**config.mk**
```make
export PLATFORM = sky130hd
export DESIGN_NAME = logical_result_sequencer
export DESIGN_NICKNAME = d
export VERILOG_FILES = /design/src/rtl/logical_result_sequencer.sv
export SDC_FILE = /design/constraint.sdc
export NUM_CORES = 1
export LEC_CHECK = 0
export CAP_MARGIN = 15
export CORE_AREA = 2 2 88 90
export CTS_BUF_LIST = sky130_fd_sc_hd__clkbuf_8 sky130_fd_sc_hd__clkbuf_16
export DETAILED_ROUTE_END_ITERATION = 10
export DIE_AREA = 0 0 90 92
export DONT_BUFFER_PORTS = 1
export GPL_TIMING_DRIVEN = 0
export HOLD_SLACK_MARGIN = 0.08
export SKIP_CTS_REPAIR_TIMING = 1
export SLEW_MARGIN = 5
export SYNTH_ARGS = -nofsm -noshare
export SYNTH_HDL_FRONTEND = slang
export SYNTH_SLANG_ARGS = --single-unit
```
**constraint.sdc**
```tcl
create_clock -name Clk -period 4.57 [get_ports Clk]
set_clock_uncertainty 0.15 [all_clocks]
set_input_delay 0.914 -clock Clk [delete_from_list [all_inputs] [get_ports Clk]]
set_output_delay 0.914 -clock Clk [all_outputs]
set_load 0.03 [all_outputs]
```
**src/rtl/logical_result_sequencer.sv**
```systemverilog
// Operand latch and result display sequencer around the 4-bit Logical unit.
// Captures X/Y, snapshots the unit's results and steps an 8-bit display through them.
module logical_result_sequencer #(
    parameter int DWELL_CYCLES = 50_000_000,
    parameter int CNT_W        = 26
) (
    input  logic       Clk,
    input  logic       Reset,
    input  logic       Load,
    input  logic [3:0] XIn,
    input  logic [3:0] YIn,
    input  logic       Step,
    input  logic       AutoEn,
    input  logic [3:0] AOut,
    input  logic [3:0] OOut,
    input  logic [3:0] EXOut,
    input  logic [7:0] NOut,
    output logic [3:0] X,
    output logic [3:0] Y,
    output logic [2:0] Sel,
    output logic [7:0] Disp,
    output logic       Valid
);

    typedef enum logic [1:0] {
        IDLE    = 2'd0,
        CAPTURE = 2'd1,
        SHOW    = 2'd2
    } state_t;

    localparam logic [CNT_W-1:0] DWELL_LAST = CNT_W'(DWELL_CYCLES - 1);

    state_t           state;
    logic [3:0]       sa, so, se;
    logic [7:0]       sn;
    logic             stepq;
    logic [CNT_W-1:0] cnt;
    logic             step_edge;
    logic             advance;

    assign step_edge = Step & ~stepq;
    // A Step edge coinciding with dwell expiry still yields a single advance.
    assign advance   = step_edge | (AutoEn & (cnt == DWELL_LAST));

    always_ff @(posedge Clk) begin
        if (Reset) begin
            state <= IDLE;
            X     <= 4'h0;
            Y     <= 4'h0;
            Sel   <= 3'd0;
            Valid <= 1'b0;
            sa    <= 4'h0;
            so    <= 4'h0;
            se    <= 4'h0;
            sn    <= 8'h00;
            stepq <= 1'b0;
            cnt   <= '0;
        end else begin
            stepq <= Step;
            if (Load) begin
                X     <= XIn;
                Y     <= YIn;
                Valid <= 1'b0;
                cnt   <= '0;
                state <= CAPTURE;
            end else begin
                case (state)
                    IDLE: begin
                        cnt <= '0;
                    end
                    CAPTURE: begin
                        sa    <= AOut;
                        so    <= OOut;
                        se    <= EXOut;
                        sn    <= NOut;
                        Sel   <= 3'd0;
                        Valid <= 1'b1;
                        cnt   <= '0;
                        state <= SHOW;
                    end
                    SHOW: begin
                        if (advance) begin
                            Sel <= (Sel == 3'd4) ? 3'd0 : Sel + 3'd1;
                            cnt <= '0;
                        end else if (AutoEn) begin
                            cnt <= cnt + 1'b1;
                        end else begin
                            cnt <= '0;
                        end
                    end
                    default: begin
                        cnt   <= '0;
                        state <= IDLE;
                    end
                endcase
            end
        end
    end

    // Display is selected purely from registered state; inputs never reach Disp directly.
    always_comb begin
        Disp = 8'h00;
        if (state == SHOW) begin
            case (Sel)
                3'd0:    Disp = {4'h0, sa};
                3'd1:    Disp = {4'h0, so};
                3'd2:    Disp = {4'h0, se};
                3'd3:    Disp = sn;
                3'd4:    Disp = {X, Y};
                default: Disp = 8'h00;
            endcase
        end
    end

endmodule
```
Word-level counts from Yosys, hierarchy flattened:

Cells that the tools add are included.

* word-level logic and storage cells: 45
* bits in registers: 61

* eq/ne operators: 9
* $add $sub $neg: 2
* bitwise gates (word level): 7
* reductions and logical operators: 8
* mux-type cells: 7

Operators with widths (count)
* $pmux W8 S5: 1
* $add A26 B1 Y26 const B: 1
* $eq A26 B26 Y1 const B: 1
* $mux W8: 1
* $eq A3 B2 Y1 const B: 2
* $mux W3: 2
* $pmux W3 S2: 1
* $reduce_or A5 Y1: 1
* $not A1 Y1: 4
* $pmux W2 S2: 1
* $reduce_or A2 Y1: 2
* $add A3 B1 Y3 const B: 1
* $eq A3 B1 Y1 const B: 1
* $eq A3 B3 Y1 const B: 1
* $logic_not A3 Y1: 1
* $reduce_and A3 Y1: 1
* $and A1 B1 Y1: 2
* $eq A2 B1 Y1 const B: 1
* $eq A2 B2 Y1 const B: 1
* $logic_not A2 Y1: 1
* $ne A2 B1 Y1 const B: 1
* $ne A2 B2 Y1 const B: 1
* $reduce_and A2 Y1: 1
* $reduce_bool A2 Y1: 1
* other kinds (2): 2

Logic depth before layout (Yosys ltp):

Gate-level depths: netlist of the first run.

* word-level depth: 5
* depth in mapped cells: 7
* depth with buffers taken out: 6

Least setup slack after synthesis of the first run:

Ideal clock, no wire load.

* kind: register -> output
* from: register Sel[0]
* to: output Disp[0]
* data arrival time: 1732 ps
* buffers on the path: 1
* cell stages (with the launch flop): 6
* path slack: 1774 ps
* cells stage by stage: dfxtp_1 inv_1 ha_1 clkbuf_1 o21ai_1 nor2_1

* cells in the longest elaborated chain, start to end: 3

RTL lines
* from (decl): RTL line 20 `output logic [2:0] Sel,`
* from (signal assigned): RTL line 83 `Sel <= (Sel == 3'd4) ? 3'd0 : Sel + 3'd1;`
* $eq A3 B3 Y1, or another cell as far along: RTL line 104 `case (Sel)`
* $pmux W8 S5 (*): RTL line 104
* $mux W8 (*): RTL line 103 `if (state == SHOW) begin`
* to (decl): RTL line 21 `output logic [7:0] Disp,`

Every way passes the cells marked *; elsewhere a longest branch is shown, timed or not.

Worst setup path in the final report of the first run:

* from: register Sel[0]
* to: output Disp[6]

The elaborated chain is that of the path after synthesis.

==> results of run 1 <==
## state kept, by name (all words and copies together) (netlist names)
| register | flops |
|---|---|
| cnt | 26 |
| sn | 8 |
| X | 4 |
| Y | 4 |
| sa | 4 |
| se | 4 |
| so | 4 |
| Sel | 3 |
| state | 2 |
| Valid | 1 |
| stepq | 1 |
## cell usage in the layout, fill, tap and decap left out, drive strengths merged
master / Yosys / routed
mux2i: 11 / 11
nor4: 1 / 1
a32oi: 4 / 4
nor2: 34 / 34
nor3: 3 / 3
clkbuf: 11 / 21
a21oi: 38 / 38
xnor2: 4 / 4
or3b: 1 / 1
and2: 1 / 1
nor2b: 4 / 4
a2bb2oi: 1 / 1
and3: 3 / 3
o21a: 1 / 1
and3b: 1 / 1
nor4b: 1 / 1
xor2: 7 / 7
o31ai: 6 / 6
or3: 5 / 5
mux2: 1 / 1
and4: 6 / 6
inv: 9 / 12
o21ai: 14 / 14
nand4b: 1 / 1
nand3: 14 / 14
dfxtp: 61 / 61
buf: 6 / 6
nand4: 11 / 11
nand2b: 3 / 3
a222oi: 4 / 4
ha: 9 / 9
nand2: 53 / 53
clkinv: 0 / 2
or4: 9 / 9
## layer usage
metal | global-route usage (%) | vias up | part of all wire [%]
met3 | 4.026 | 6 | 4.8
li1 | - | 1215 | -
met5 | 0 | - | 0
met2 | 26.57 | 49 | 46
met4 | 7.692 | 0 | 1.3
met1 | 20.31 | 1089 | 47
## per-stage QoR
stage	cells	hold WS, ns	worst slack [ns]	total power, mW
after global routing	455	0.3254	0.7910	1.046
after CTS	455	0.2966	0.9376	1.016
after floorplan	338	0.2632	1.774	0.6078
after detailed placement	440	0.2874	1.306	0.6210
after global placement	440	0.2748	1.337	0.6195
final	455	0.2904	0.9677	1.003
## final timing paths
| check | startpoint | end | slack (ns) | depth (start not counted) |
|---|---|---|---|---|
| max | Sel[0] | Disp[6] | 0.97 | 5 |
| min | cnt[0] | cnt[0] | 0.29 | 1 |
| max reg2reg | Sel[0] | Sel[2] | 2.50 | 7 |
| min reg2reg | cnt[0] | cnt[0] | 0.29 | 1 |
## cell type report
cell class,count,area share [%]
Buffer,17,2.323
Clock buffer,10,4.405
Clock inverter,5,0.6808
Inverter,9,1.081
Multi-Input combinational cell,251,48.34
Sequential cell,61,39.09
Tap cell,102,4.085
## power breakdown
group	internal (mW)	total, mW	switching [mW]
Sequential	0.545	0.563	0.0181
Combinational	0.0176	0.0462	0.0285
Clock	0.201	0.393	0.193
Total	0.763	1.00	0.240
## kinds of logic after synthesis
kind of cell | count (synthesis)
AND/OR/NAND/NOR | 151
AO/OA/AOI/OAI | 68
flip-flops | 61
buffers and inverters | 26
multiplexers | 12
XOR/XNOR | 11
adder cells (fa/ha/maj) | 9
==> metrics.md, run 1 <==
| Metric | Value |
|---|---|
| Area grow syn2layout | `10.10%` |
| Critical Setup Path Class | `register to primary output` |
| Crit path buffers/inverters | `2` |
| Later-pin clock latency in the skew report | `0.33 ns` |
| Dominant synthesized flop cell | `dfxtp_1` |
| Tot GR Track Use | `16.30%` |
| Routed via count | `about 2400` |
| Max IR drop VDD | `about 0.13 mV` |
| Layout cell share with drive strength beyond 1 | `6.232%` |
| Synth Area in Adders | `3.968%` |
| Port buffer count | `0` |
| DRC errors left | `0` |
| Setup TNS | `0 ns` |
| TritonCTS clock tree | `done` |
| Post-synthesis xor/xnor area fraction | `3.395%` |
| First-pass GRT wire length | `10680 microns` |
| Setup crit end kind | `primary output` |
| Routability cong. | `0.7786` |
| Core region area | `approximately 7400 sq um` |
| CTS Buf Count | `9` |
| Vias per Instance | `between 5 and 6` |
| Die height | `92 microns` |
| Hold Crit Class | `register to register` |
| Synth Area in Compound Gates | `approximately 14%` |
| Simple logic cell fraction of the synthesized area | `a little over a quarter` |
| Chip width | `~90 microns` |
| Top-count cell post-synth | `dfxtp_1` |
| Die ar. | `8280 sq um` |
| FF+latch area | `1221 sq um` |
| Yosys warnings | `0` |
| Crit-path max FO | `10` |
| Register bit total from synthesis | `61` |
| Drt pass-1 iters | `4` |
| Vias in the first global route | `2238` |
| Unrepaired setup endpoints after global routing | `false` |
| Total Wirelength | `around 6600 microns` |
| Initial antenna violation count | `0` |
| GRT Residual Overflow | `0` |
| P per Cell Area | `roughly 320 nW/um^2` |
| Synth Cell Area | `approximately 2800 sq um` |
| Max-Slew Margin vs Limit | `57.86%` |
| Synth area leaders | `dfxtp_1, nand2_1, a21oi_1, nor2_1, ha_1` |
| Ys async rst share | `0%` |
| Final worst-path cycle share | `about four fifths` |
| CTS sink count | `61` |
| Final Critical Period | `3.602 ns` |
| Drt initial violations | `79` |
| Synth top area share | `between 40% and 50%` |
| Design Area, Final | `3124 sq um` |
| Status | `finished, final reports clean` |
| Distinct cells, synth | `39` |
| Row count | `32` |
| Static Leak | `1.051 nW` |
| Fill cells | `777` |
| Clk root buf | `clkbuf_8` |
| Worst-path cell chain | `inv_1 > ha_1 > clkbuf_1 > o21ai_1 > nor2_1` |
| CP startpoint kind | `register` |
| Synth Area per Inst | `8.396 sq um` |
| Mux contribution to synthesized area | `around 4.4%` |
| Final Core Density | `41.95%` |
| Max incr delay on CP | `between 0.6 and 0.7 ns` |
| Worst-margin pin slew | `approximately 0.63 ns` |
| Clk buf depth | `2` |
| Post-synth EDFFs | `0` |
| Cell Area, Placed | `2965 sq um` |
| Pin count of the biggest net entering global routing | `11` |
| Drt wl/cell | `between 10 and 15 microns` |
| Synth area leader | `dfxtp_1` |
| H-tree levels | `3` |
| Fin nets | `391` |
| Seq/Total Area, Yosys | `between 40% and 50%` |
| Largest family of logic cells by synthesized area | `simple AND/OR/NAND/NOR gates` |
| HPWL Detailed | `4756 microns` |
| Antenna Violating Nets Remaining | `0` |
| Max cap viols | `0` |
| Net Count, Synth | `380` |
| Critical path data arrival time | `2.54 ns` |
| Max-slew violations | `0` |
| CP top delay family | `flip-flops` |
| Area of the multi-input gates | `1510 sq um` |
| Required time worst endpoint | `~3.5 ns` |
| Setup violators final | `0` |
| Top post-synthesis cells by count | `dfxtp_1, nand2_1, a21oi_1, nor2_1, nand3_1` |
| Ports | `between 50 and 60` |
| Slowest CP cell | `dfxtp_1` |
| Ant diodes | `0` |
| Clock-pin slew on the worst setup and hold paths | `0.06 ns` |
| Post-Syn Instances | `338` |
| Starting Density | `38.10%` |
| Final hold violations | `0` |
| FMAX | `0.2776 GHz` |
Note: power is estimated with default switching activity, not from simulation.
==> run 2: changes to the inputs <==
- clock period: 4.57 -> 3.5 ns (I/O delays scaled with it)
==> run 2 against run 1 <==
Compared with the run above: register-to-register slack got worse by 1.1 ns; die area did not move; cell count unchanged; sequential share of layout area hardly changed; largest cell class unchanged; non-clock buffer count stayed put; worst hold slack unchanged; combinational power grew 31%; wire length rose by 0.61%; sequential cell count unchanged; largest power group unchanged; via count rose by 0.55%; clock power up 31%; first-iteration DRC count down 5.1%; highest routed layer unchanged.
==> metrics.md, run 2 (same netlist as run 1, synthesis figures left out) <==
| Metric | Value |
|---|---|
| Drt wl/cell | `14.50 microns (+0.61%)` |
| Setup violators final | `0 (unchanged)` |
| Ant diodes | `0 (unchanged)` |
| Register with the most flip-flops | `cnt` |
| Die height | `92 microns (unchanged)` |
| Row count | `32 (unchanged)` |
| Power after layout | `1.311 mW (+31%)` |
| TritonCTS clock tree | `done` |
| Max cap viols | `0 (unchanged)` |
| DRC errors left | `0 (unchanged)` |
| Vias in the first global route | `2238 (unchanged)` |
| CP startpoint kind | `register` |
| First-pass GRT wire length | `10680 microns (unchanged)` |
| Most frequent cells in the layout | `dfxtp_1, nand2_1, a21oi_1` |
| P per Cell Area | `419.2 nW/um^2 (+31%)` |
| Routed via count | `2372 (+0.55%)` |
| Initial antenna violation count | `0 (unchanged)` |
| Later-pin clock latency in the skew report | `0.33 ns (about the same)` |
| Biggest regs | `cnt: 26 flops, sn: 8 flops` |
| FMAX | `0.3052 GHz` |
| Fin nets | `391 (unchanged)` |
| Required time worst endpoint | `2.65 ns (-0.86 ns)` |
| Final Critical Period | `3.277 ns` |
| Tot GR Track Use | `16.30% (unchanged)` |
| Setup TNS | `0 ns (unchanged)` |
| Worst-margin pin slew | `0.5520 ns (-0.07591 ns)` |
| GRT Residual Overflow | `0 (unchanged)` |
| Max-slew violations | `0 (unchanged)` |
| Critical Setup Path Class | `register to primary output` |
| Static Leak | `1.051 nW (about the same)` |
| Final Core Density | `42.00% (+0.050 points)` |
| Critical path data arrival time | `2.43 ns (-0.11 ns)` |
| Max IR drop VDD | `0.1665 mV (+31%)` |
| Commonest non-fill, non-tap cell in the layout | `dfxtp_1` |
| Total Wirelength | `6596 microns (+0.61%)` |
| Status | `finished, final reports clean` |
| Drt pass-1 iters | `4 (unchanged)` |
| H-tree levels | `3 (unchanged)` |
| Layout cell share with drive strength beyond 1 | `6.516% (+0.28 points)` |
| Routability cong. | `0.7786 (unchanged)` |
| Area grow syn2layout | `10.23%` |
| Chip width | `90 microns (unchanged)` |
| Die ar. | `8280 sq um (unchanged)` |
| Largest register FFs | `26 (unchanged)` |
| Setup crit end kind | `primary output` |
| Dpl cells | `440 (unchanged)` |
| Starting Density | `38.10% (unchanged)` |
| Vias per Instance | `5.213 (+0.55%)` |
| CTS sink count | `61 (unchanged)` |
| Final worst-path cycle share | `93.62%` |
| Unrepaired setup endpoints after global routing | `false` |
| Crit-path max FO | `10 (unchanged)` |
| Drt initial violations | `75 (-5.1%)` |
| Ports | `53 (unchanged)` |
| Max-Slew Margin vs Limit | `63.07% (+5.2 points)` |
| Port buffer count | `0 (unchanged)` |
| Core region area | `7447 sq um (unchanged)` |
| HPWL Detailed | `4756 microns (unchanged)` |
| Fin cells | `455 (unchanged)` |
| Hold slack | `0.2904 ns (unchanged)` |
| Clk root buf | `clkbuf_8` |
| CTS Buf Count | `9 (unchanged)` |
| Pin count of the biggest net entering global routing | `11 (unchanged)` |
| Antenna Violating Nets Remaining | `0 (unchanged)` |
| Final hold violations | `0 (unchanged)` |
| Clk buf depth | `2 (unchanged)` |
| Clock-pin slew on the worst setup and hold paths | `0.06 ns (about the same)` |
| Hold Crit Class | `register to register` |
## run 2: worst paths after layout
kind | depth (start not counted) | end | from | slack, ns
worst max register to register | 7 | Sel[2] | Sel[0] | 1.39
worst min register to register | 1 | cnt[0] | cnt[0] | 0.29
worst min-delay path | 1 | cnt[0] | cnt[0] | 0.29
worst max-delay path | 7 | Disp[1] | Sel[0] | 0.22
## run 2: report_power, final
group | internal (mW) | switching, mW
logic | 0.0231 | 0.0375
registers | 0.711 | 0.0237
clock network | 0.262 | 0.254
## run 2: per-layer routing
metal	GRT usage [%]	wire length (microns)	vias up
li1	-	-	1217
met5	0	0	-
met1	20.31	3135	1094
met4	7.692	87	0
met3	4.026	324	6
met2	26.57	3049	55
## run 2: cell type report
class                      instances  area, sq um
buffer                            17        72.57
clock inverter                     5        21.27
clock buffer                      10        137.6
multi-input combinational        251         1514
tap                              102        127.6
inverter                           9        33.78
sequential                        61         1221
fill                             778         4319
## run 2: per-stage QoR
step                instance area [sq um]  setup slack (ns)
floorplan                            2838            0.9177
global placement                     2965            0.4805
detailed placement                   2965            0.4501
CTS                                  3124           0.08161
global route                         3128           0.06133
finish                               3128            0.2234
## run 2: worst max-delay path, stage by stage, from the launching register on
cell      delay, ns
dfxtp_1        0.46
inv_1          0.18
ha_1           0.27
clkbuf_1       0.42
nand3_1        0.14
o21ai_0        0.14
a21oi_1        0.07
nor2_1         0.44
